**config.mk**
```make
export PLATFORM = sky130hd
export DESIGN_NAME = dmem_ctrl
export DESIGN_NICKNAME = d
export VERILOG_FILES = /design/src/rtl/dmem_ctrl.sv
export SDC_FILE = /design/constraint.sdc
export NUM_CORES = 1
export LEC_CHECK = 0
export ABC_CLOCK_PERIOD_IN_PS = 3160
export BUFFER_PORTS_ARGS = -buffer_cell sky130_fd_sc_hd__buf_2
export CAP_MARGIN = 25
export CORE_MARGIN = 5
export CORE_UTILIZATION = 35
export CTS_CLUSTER_SIZE = 25
export DETAILED_ROUTE_END_ITERATION = 10
export REMOVE_ABC_BUFFERS = 1
export SETUP_SLACK_MARGIN = 0.5
export SLEW_MARGIN = 15
export SYNTH_ARGS = -nofsm -noshare
export SYNTH_HDL_FRONTEND = slang
export SYNTH_SLANG_ARGS = --single-unit
```
**constraint.sdc**
```tcl
create_clock -name clk -period 3.16 [get_ports clk]
set_input_delay 0 -clock clk [delete_from_list [all_inputs] [get_ports clk]]
set_output_delay 0 -clock clk [all_outputs]
set_load 0.02 [all_outputs]
```
**src/rtl/dmem_ctrl.sv**
```systemverilog
// M-stage data-memory controller: single-beat bus, lane steering, load extension.
// Optional trap on misaligned accesses: define DMEM_MISALIGN_TRAP_EN.
module dmem_ctrl (
  input  logic        clk,
  input  logic        rst_n,
  input  logic        mem_read_M,
  input  logic        mem_write_M,
  input  logic [31:0] addr_M,
  input  logic [31:0] wd_M,
  input  logic [2:0]  load_sel_M,
  input  logic [2:0]  store_sel_M,
  output logic        stall_M,
  output logic [31:0] rdata_M,
  output logic        misalign_M,
  output logic        timeout_M,
  output logic        bus_req,
  output logic        bus_we,
  output logic [31:0] bus_addr,
  output logic [31:0] bus_wdata,
  output logic [3:0]  bus_be,
  input  logic        bus_ack,
  input  logic [31:0] bus_rdata
);

  typedef enum logic [1:0] {
    S_IDLE,
    S_REQ,
    S_DONE
  } state_t;

  localparam logic [1:0] SZ_B = 2'd0;
  localparam logic [1:0] SZ_H = 2'd1;
  localparam logic [1:0] SZ_W = 2'd2;

  state_t      r_state;
  logic [1:0]  r_off;
  logic [2:0]  r_lsel;
  logic [7:0]  r_wd;

  logic        w_go;
  logic        w_we;
  logic [1:0]  w_size;
  logic [1:0]  w_off;
  logic [3:0]  w_be;
  logic [31:0] w_wdata;
  logic        w_trap;
  logic [7:0]  w_byte;
  logic [15:0] w_half;
  logic [31:0] w_ext;

  assign w_go = mem_read_M | mem_write_M;
  // write wins when both strobes are set
  assign w_we = mem_write_M;

  assign stall_M = ((r_state == S_IDLE) & w_go) |
                   (r_state == S_REQ);

  // access size from funct3; unknown load codes act as byte (never trap)
  always_comb begin
    w_size = SZ_B;
    if (w_we) begin
      case (store_sel_M)
        3'b000:  w_size = SZ_B;
        3'b001:  w_size = SZ_H;
        default: w_size = SZ_W;
      endcase
    end else begin
      case (load_sel_M)
        3'b001, 3'b101: w_size = SZ_H;
        3'b010:         w_size = SZ_W;
        default:        w_size = SZ_B;
      endcase
    end
  end

`ifdef DMEM_MISALIGN_TRAP_EN
  assign w_trap = ((w_size == SZ_H) & addr_M[0]) |
                  ((w_size == SZ_W) & (addr_M[1:0] != 2'b00));
`else
  assign w_trap = 1'b0;
  assign misalign_M = 1'b0;
`endif

  // aligned lane offset, byte enables and replicated store data
  always_comb begin
    w_off   = addr_M[1:0];
    w_be    = 4'b1111;
    w_wdata = 32'h0;
    case (w_size)
      SZ_H:    w_off = {addr_M[1], 1'b0};
      SZ_W:    w_off = 2'b00;
      default: w_off = addr_M[1:0];
    endcase
    if (w_we) begin
      case (w_size)
        SZ_B: begin
          w_be    = 4'b0001 << w_off;
          w_wdata = {4{wd_M[7:0]}};
        end
        SZ_H: begin
          w_be    = 4'b0011 << w_off;
          w_wdata = {2{wd_M[15:0]}};
        end
        default: begin
          w_be    = 4'b1111;
          w_wdata = wd_M;
        end
      endcase
    end
  end

  // pick the addressed byte/half from the returned word and extend it
  always_comb begin
    w_byte = bus_rdata[7:0];
    w_half = r_off[1] ? bus_rdata[31:16] : bus_rdata[15:0];
    w_ext  = 32'h0;
    case (r_off)
      2'd1:    w_byte = bus_rdata[15:8];
      2'd2:    w_byte = bus_rdata[23:16];
      2'd3:    w_byte = bus_rdata[31:24];
      default: w_byte = bus_rdata[7:0];
    endcase
    case (r_lsel)
      3'b000:  w_ext = {{24{w_byte[7]}}, w_byte};
      3'b001:  w_ext = {{16{w_half[15]}}, w_half};
      3'b010:  w_ext = bus_rdata;
      3'b100:  w_ext = {24'h0, w_byte};
      3'b101:  w_ext = {16'h0, w_half};
      default: w_ext = 32'h0;
    endcase
  end

  // transaction FSM with registered bus and result outputs
  always_ff @(posedge clk) begin
    if (!rst_n) begin
      r_state   <= S_IDLE;
      r_off     <= 2'b00;
      r_lsel    <= 3'b000;
      r_wd      <= 8'h0;
      bus_req   <= 1'b0;
      bus_we    <= 1'b0;
      bus_addr  <= 32'h0;
      bus_wdata <= 32'h0;
      bus_be    <= 4'h0;
      rdata_M   <= 32'h0;
      timeout_M <= 1'b0;
`ifdef DMEM_MISALIGN_TRAP_EN
      misalign_M <= 1'b0;
`endif
    end else begin
      case (r_state)
        S_IDLE: begin
          if (w_go) begin
            if (w_trap) begin
              r_state <= S_DONE;
              rdata_M <= 32'h0;
`ifdef DMEM_MISALIGN_TRAP_EN
              misalign_M <= 1'b1;
`endif
            end else begin
              r_state   <= S_REQ;
              r_off     <= w_off;
              r_lsel    <= load_sel_M;
              r_wd      <= 8'h0;
              bus_req   <= 1'b1;
              bus_we    <= w_we;
              bus_addr  <= {addr_M[31:2], 2'b00};
              bus_wdata <= w_wdata;
              bus_be    <= w_be;
            end
          end
        end
        S_REQ: begin
          if (bus_ack) begin
            r_state <= S_DONE;
            bus_req <= 1'b0;
            if (!bus_we) begin
              rdata_M <= w_ext;
            end
          end else if (r_wd == 8'd254) begin
            r_state   <= S_DONE;
            bus_req   <= 1'b0;
            timeout_M <= 1'b1;
            rdata_M   <= 32'h0;
          end else begin
            r_wd <= r_wd + 8'd1;
          end
        end
        S_DONE: begin
          r_state   <= S_IDLE;
          timeout_M <= 1'b0;
`ifdef DMEM_MISALIGN_TRAP_EN
          misalign_M <= 1'b0;
`endif
        end
        default: r_state <= S_IDLE;
      endcase
    end
  end

endmodule

```
==> results of run 1 <==
==> flip-flops by register name, summed over array words and instances, names as in the netlist <==
name       flops
r_lsel         3
bus_addr      30
r_state        2
r_off          2
timeout_M      1
bus_be         4
bus_wdata     32
bus_we         1
r_wd           8
rdata_M       32
bus_req        1
==> layer usage <==
| metal | wire length (um) | vias up |
|---|---|---|
| met4 | 377 | 2 |
| li1 | - | 2786 |
| met2 | 8040 | 234 |
| met1 | 7680 | 2573 |
| met3 | 1680 | 33 |
| met5 | 9 | - |
==> worst min path at each step <==
stage / end / slack [ns] / cells after the start
CTS: rdata_M[13]$_SDFFE_PN0P_ / 0.03 / 4
finish: rdata_M[13]$_SDFFE_PN0P_ / 0.05 / 4
detailed placement: bus_addr[16]$_SDFFE_PN0P_ / 0.25 / 3
floorplan: r_lsel[2]$_SDFFE_PN0P_ / 0.14 / 2
global placement: bus_addr[22]$_SDFFE_PN0P_ / 0.24 / 3
global route: rdata_M[12]$_SDFFE_PN0P_ / 0.06 / 4
==> kinds of logic after synthesis <==
family                     count (synthesis)  share of synthesized area [%]
buffers and inverters                     59                           5.37
AOI/OAI and AO/OA                        211                           25.9
DFF                                      116                           45.1
and+or+nand+nor                          203                           17.3
adders and majority gates                  4                          0.971
muxes                                     25                           5.41
other                                      1                         0.0728
==> power breakdown <==
part | total [mW] | internal [mW] | switching, mW
registers | 1.63 | 1.56 | 0.0660
clock network | 1.83 | 1.09 | 0.743
logic | 0.865 | 0.370 | 0.495
total | 4.32 | 3.02 | 1.30
==> worst max-delay path, cell delays in order <==
cell and delay [ns]:
dlygate4sd3_1 0.55, buf_2 0.14, nor4b_1 0.29, a21oi_1 0.10, ha_1 0.25, nor2_4 0.42
nor2_1 0.16, a21oi_1 0.15, dlygate4sd3_1 0.56
==> layout make-up <==
class	count	area, sq um
Clock buffer	18	429
Clock inverter	14	131
Fill cell	1341	6620
Inverter	12	45.0
Multi-Input combinational cell	446	2590
Sequential cell	116	2320
Tap cell	184	230
Timing Repair Buffer	317	2110
==> cell usage in the layout, fill, tap and decap left out, types with 3 or more instances in the layout <==
cell	Yosys	routed
mux2i_1	11	11
clkinvlp_4	0	4
nand2b_1	4	4
clkbuf_16	0	17
a22o_1	19	19
and3_1	4	4
inv_1	11	11
o211ai_1	3	3
buf_2	17	208
clkinv_4	0	5
o221ai_1	7	7
nor3_1	8	8
dfxtp_1	116	116
a22oi_1	29	29
nor2b_1	4	4
nand2_1	112	112
a2bb2oi_1	8	8
dlygate4sd3_1	0	99
conb_1	1	3
mux2_2	13	13
nand3_1	7	7
o21ai_0	42	42
nor2_1	44	43
a21oi_1	79	79
ha_1	4	4
buf_4	5	10
nand4_1	3	3
a21o_1	6	6
==> metrics by stage <==
| step | power [mW] | cell area (sq um) | hold WS, ns | std cells | utilization, % |
|---|---|---|---|---|---|
| floorplan | 2.11 | 4930 | 0.136 | 574 | - |
| global placement | 2.41 | 6300 | 0.242 | 976 | 43.5 |
| detailed placement | 2.42 | 6300 | 0.248 | 976 | 43.5 |
| CTS | 4.35 | 7850 | 0.0284 | 1107 | 54.2 |
| global route | 4.51 | 7860 | 0.0646 | 1107 | 54.3 |
| finish | 4.32 | 7860 | 0.0485 | 1107 | 54.3 |
==> what timing repair did <==
item | in CTS | in global routing
resized for setup | 0 | 1
hold buffers | 99 | 0
endpoints found under the hold margin | 100 | 0
setup endpoints to repair | 0 | 2
buffers inserted | 0 | 0
==> flow_metrics.env, run 1 <==
export IMPL_synth_seq_area_share_pct=45.1
export IMPL_rsz0062_at_grt="false"
export IMPL_dp_slack_ns=0.900
export IMPL_maxSlewViolCount=0
export IMPL_drt_pass1_iterations=4
export IMPL_post_synth_top_area_cell="dfxtp_1"
export IMPL_routed_via_density=5.08
export IMPL_crit_path_end="bus_be[0]$_SDFFE_PN0P_"
export IMPL_grt_pass1_vias=5642
export IMPL_finalSetupTns_ns=0
export IMPL_grt_pass1_wl_um=28900
export IMPL_top_usage_layer="met2"
export IMPL_grt_max_degree=46
export IMPL_setup_slack_ns=0.905
export IMPL_r2r_slack_ns=0.99
export IMPL_grt_usage_pct=20.1
export IMPL_peakVddDrop_v=0.000353
export IMPL_core_area_sq_um=14500
export IMPL_worst_ep_arrival_time_ns=2.61
export IMPL_cts_clk_slew_worst_paths_ns=0.06
export IMPL_use_met2_pct=31.6
export IMPL_num_io_pins=212
export IMPL_status="finished, final reports clean"
export IMPL_ys_ff_latch=116
export IMPL_num_antenna_cells=0
export IMPL_max_freq_mhz=444
export IMPL_synthFlopType="dfxtp_1"
export IMPL_rr_endpoint="bus_be[0]$_SDFFE_PN0P_"
export IMPL_cts_tree="built"
export IMPL_critical_path_class="in -> reg"
export IMPL_p_per_area_nw_per_um2=550
export IMPL_clk_path_buf_depth=2
export IMPL_die_w_um=131
export IMPL_hold_violations=0
export IMPL_cts_sinks=116
export IMPL_wire_per_inst_um=16.1
export IMPL_postSynth_asyncResetShare_pct=0
export IMPL_cp_max_fo=15
export IMPL_avgSynthCellArea_sq_um=8.33
export IMPL_leakage_nw=3.54
export IMPL_grt_util_met1_pct=24.6
export IMPL_synth_top_cells_by_count="dfxtp_1 (116), nand2_1 (112), a21oi_1 (79), nor2_1 (44), o21ai_0 (42)"
export IMPL_drtAntennaViolNets=0
export IMPL_cp_data_required_time_ns=3.52
export IMPL_area_delta_synth_final_pct=52.5
export IMPL_gr_usage_met3_pct=8.22
export IMPL_clockRootBuffer="clkbuf_16"
export IMPL_r2r_cells=5
export IMPL_cp_start_kind="input pin"
export IMPL_nets=1021
export IMPL_numCtsBuffers=17
export IMPL_grt_ovfl_total=0
export IMPL_hold_class="in -> reg"
export IMPL_ys_types=55
export IMPL_cp_startpoint="load_sel_M[0]"
export IMPL_synth_edff_count=0
export IMPL_antenna_found_initial=1
export IMPL_wirelength_um=17800
export IMPL_vias=5628
export IMPL_ys_warn_count=0
export IMPL_relSlewSlack_pct=49.7
export IMPL_end_kind="flop"
export IMPL_reg2reg_from="r_state[0]$_SDFFE_PN0P_"
export IMPL_drcViolationCount=0
export IMPL_dp_hpwl_um=11800
export IMPL_netlist_area_sq_um=5150
export IMPL_setup_viol=0
export IMPL_globalplace_congestion=0.790
export IMPL_period_minus_slack_ns=2.25
export IMPL_start_util_pct=35.6
export IMPL_yosysTopAreaCellShare_pct=45.1
export IMPL_drive_gt1_share_pct=29.8
export IMPL_htree_num_levels=4
export IMPL_maxCapViolCount=0
export IMPL_dr_first_iter_drc_count=226
export IMPL_period_share_pct=71.3
export IMPL_std_cell_rows=44
export IMPL_worstHoldStart="bus_rdata[13]"
export IMPL_clk_latency_ns=0.41
export IMPL_tightest_slew_ns=0.755
export IMPL_die_area_sq_um=17300
export IMPL_fp_dieH_um=131
export IMPL_yosysMostFrequentCell="dfxtp_1"
export IMPL_skew_ns=0.00756
export IMPL_synthTopCellsByArea="dfxtp_1 (45%), nand2_1 (8.2%), a21oi_1 (7.7%), a22oi_1 (4.2%), o21ai_0 (4.1%)"
export IMPL_synth_cells=619
export IMPL_port_buffers=208
Note: power is estimated with default switching activity, not from simulation.
==> inputs of run 2 (changes only) <==
ABC_CLOCK_PERIOD_IN_PS = 2200   (was 3160)
clock period = 2.2 ns   (was 3.16 ns; I/O delays follow)
==> run 2 against run 1 <==
Effect of this change:
- clock power increased by 72%
- largest cell class unchanged
- cell area increased by 3.7%
- count of clock-buffer cells in the layout increased by 4
- routed wire length increased by 4.5%
- die area unchanged
- clock skew increased by 0.0021 ns
==> flow_metrics.env, run 2 (same netlist as run 1, synthesis figures left out) <==
export IMPL_area_delta_synth_final_pct=58.1
export IMPL_htree_num_levels=4
export IMPL_r2r_slack_ns=0.52
export IMPL_die_w_um=131
export IMPL_mostFrequentLayoutCells="buf_2 (208), nand2_1 (111), dfxtp_1 (110)"
export IMPL_wirelength_um=18600
export IMPL_drtAntennaViolNets=0
export IMPL_clockRootBuffer="clkbuf_16"
export IMPL_peakVddDrop_v=0.000638
export IMPL_utilization_pct=56.3
export IMPL_dp_hpwl_um=12000
export IMPL_place_inst=984
export IMPL_core_area_sq_um=14500
export IMPL_dr_first_iter_drc_count=307
export IMPL_grt_usage_pct=20.7
export IMPL_drcViolationCount=0
export IMPL_final_common_cell="buf_2"
export IMPL_start_util_pct=35.6
export IMPL_fp_dieH_um=131
export IMPL_hold_class="in -> reg"
export IMPL_critical_path_class="reg -> reg"
export IMPL_reg_top3="bus_wdata (32), rdata_M (32), bus_addr (30)"
export IMPL_grt_max_degree=43
export IMPL_crit_path_end="rdata_M[15]$_SDFFE_PN0P_"
export IMPL_drive_gt1_share_pct=32.5
export IMPL_period_minus_slack_ns=1.68
export IMPL_p_per_area_nw_per_um2=834
export IMPL_internal_power_mw=4.99
export IMPL_routed_via_density=5.12
export IMPL_critPathMaxStageDelay_ns=0.33
export IMPL_tightest_slew_ns=0.766
export IMPL_end_kind="flop"
export IMPL_worst_ep_arrival_time_ns=2.03
export IMPL_finalSetupTns_ns=0
export IMPL_seq_area_sq_um=2330
export IMPL_leakage_nw=3.69
export IMPL_drt_pass1_iterations=5
export IMPL_cts_tree="built"
export IMPL_rr_endpoint="rdata_M[15]$_SDFFE_PN0P_"
export IMPL_stdcell_count=1117
export IMPL_setup_viol=0
export IMPL_rsz0062_at_grt="true"
export IMPL_clk_path_buf_depth=2
export IMPL_antenna_found_initial=0
export IMPL_num_antenna_cells=0
export IMPL_clk_latency_ns=0.41
export IMPL_grt_pass1_vias=5697
export IMPL_power_share_clock_pct=46.3
export IMPL_vias=5718
export IMPL_r2r_cells=7
export IMPL_numCtsBuffers=17
export IMPL_nets=1032
export IMPL_std_cell_rows=44
export IMPL_skew_ns=0.00966
export IMPL_power_switching_mw=1.80
export IMPL_maxSlewViolCount=0
export IMPL_cp_startpoint="r_wd[0]$_SDFFE_PN0P_"
export IMPL_die_area_sq_um=17300
export IMPL_power_frac_comb_pct=19.3
export IMPL_post_dp_cell_area_sq_um=6390
export IMPL_relSlewSlack_pct=48.8
export IMPL_multi_input_area_sq_um=2630
export IMPL_cts_clk_slew_worst_paths_ns=0.05
export IMPL_cts_sinks=116
export IMPL_max_freq_mhz=595
export IMPL_cp_max_fo=8
export IMPL_switching_share_pct=26.5
export IMPL_hold_violations=0
export IMPL_reg2reg_from="r_wd[0]$_SDFFE_PN0P_"
export IMPL_cp_start_kind="flop"
export IMPL_finalInstanceArea_sq_um=8150
export IMPL_holdWs_ns=0.0229
export IMPL_critical_path_cell_chain="inv_1, ha_1, and4_4, a311oi_4, buf_4, clkbuf_16, a22o_1"
export IMPL_num_io_pins=212
export IMPL_globalplace_congestion=0.776
export IMPL_period_share_pct=76.4
export IMPL_cp_data_required_time_ns=2.55
export IMPL_status="finished, final reports clean"
export IMPL_seqPwrFrac_pct=34.4
export IMPL_fillers=1304
export IMPL_whs_path_depth=4
export IMPL_grt_pass1_wl_um=29600
export IMPL_grt_ovfl_total=0
export IMPL_port_buffers=208
export IMPL_wire_per_inst_um=16.6
export IMPL_maxCapViolCount=0
export IMPL_critPathSlowestCell="dfxtp_2"
run 2: cell types whose count changed in the layout (fill, tap and decap cells not counted), moves of 4 or more:
cell / before / now
buf_4: 10 / 17
buf_6: 0 / 4
bufinv_16: 1 / 6
clkinv_4: 5 / 0
clkinvlp_4: 4 / 0
dfxtp_1: 116 / 110
dfxtp_2: 0 / 6
dlygate4sd3_1: 99 / 95
run 2: layout make-up:
| cell class | count | area share [%] |
|---|---|---|
| Clock buffer | 22 | 5.70 |
| Clock inverter | 9 | 2.44 |
| Inverter | 12 | 0.553 |
| Multi-Input combinational cell | 446 | 32.2 |
| Sequential cell | 116 | 28.6 |
| Tap cell | 184 | 2.83 |
| Timing Repair Buffer | 328 | 27.7 |
run 2: per-stage QoR:
step | power (mW) | setup WS, ns
global route | 7.10 | 0.445
finish | 6.79 | 0.520
floorplan | 3.03 | -0.533
CTS | 6.80 | 0.501
global placement | 3.50 | -0.168
detailed placement | 3.50 | -0.210
run 2: worst min path at each step:
stage / to / start
floorplan: r_lsel[2]$_SDFFE_PN0P_ / load_sel_M[2]
global placement: bus_addr[9]$_SDFFE_PN0P_ / addr_M[9]
detailed placement: bus_addr[9]$_SDFFE_PN0P_ / addr_M[9]
CTS: rdata_M[15]$_SDFFE_PN0P_ / bus_rdata[15]
global route: bus_wdata[9]$_SDFFE_PN0P_ / wd_M[9]
finish: bus_wdata[9]$_SDFFE_PN0P_ / wd_M[9]
run 2: worst max-delay path, delay by kind of cell (launching register included):
kind / cells / cell delay [ns]
flops: 1 / 0.33
simple gates: 1 / 0.23
compound gates: 2 / 0.44
buf+inv: 3 / 0.39
fa+ha+maj: 1 / 0.22
run 2: what timing repair did:
| action | 4_1_cts | 5_1_grt |
|---|---|---|
| setup buffers | 0 | 4 |
| hold buffers | 95 | 0 |
| setup endpoints to repair | 33 | 91 |
| pin swaps | 1 | 1 |
| gates resized for setup | 3 | 18 |
| hold endpoints to repair | 98 | 0 |
| cloned | 0 | 3 |
run 2: metal layers:
metal	routed length (um)	global-route usage (%)	up-vias	part of all wire, %
met2	8590	33.0	251	46
met1	8100	25.9	2641	44
met5	0	0	-	0
met4	280	5.94	0	1.5
met3	1610	8.22	26	8.7
li1	-	-	2800	-
run 2: power groups by stage:
stage | combinational (mW) | sequential (mW) | clock (mW)
after global routing | 1.44 | 2.35 | 3.31
after detailed placement | 1.13 | 2.37 | 0
final | 1.31 | 2.34 | 3.15
after CTS | 1.27 | 2.33 | 3.20
after global placement | 1.13 | 2.37 | 0
after floorplan | 0.503 | 2.53 | 0
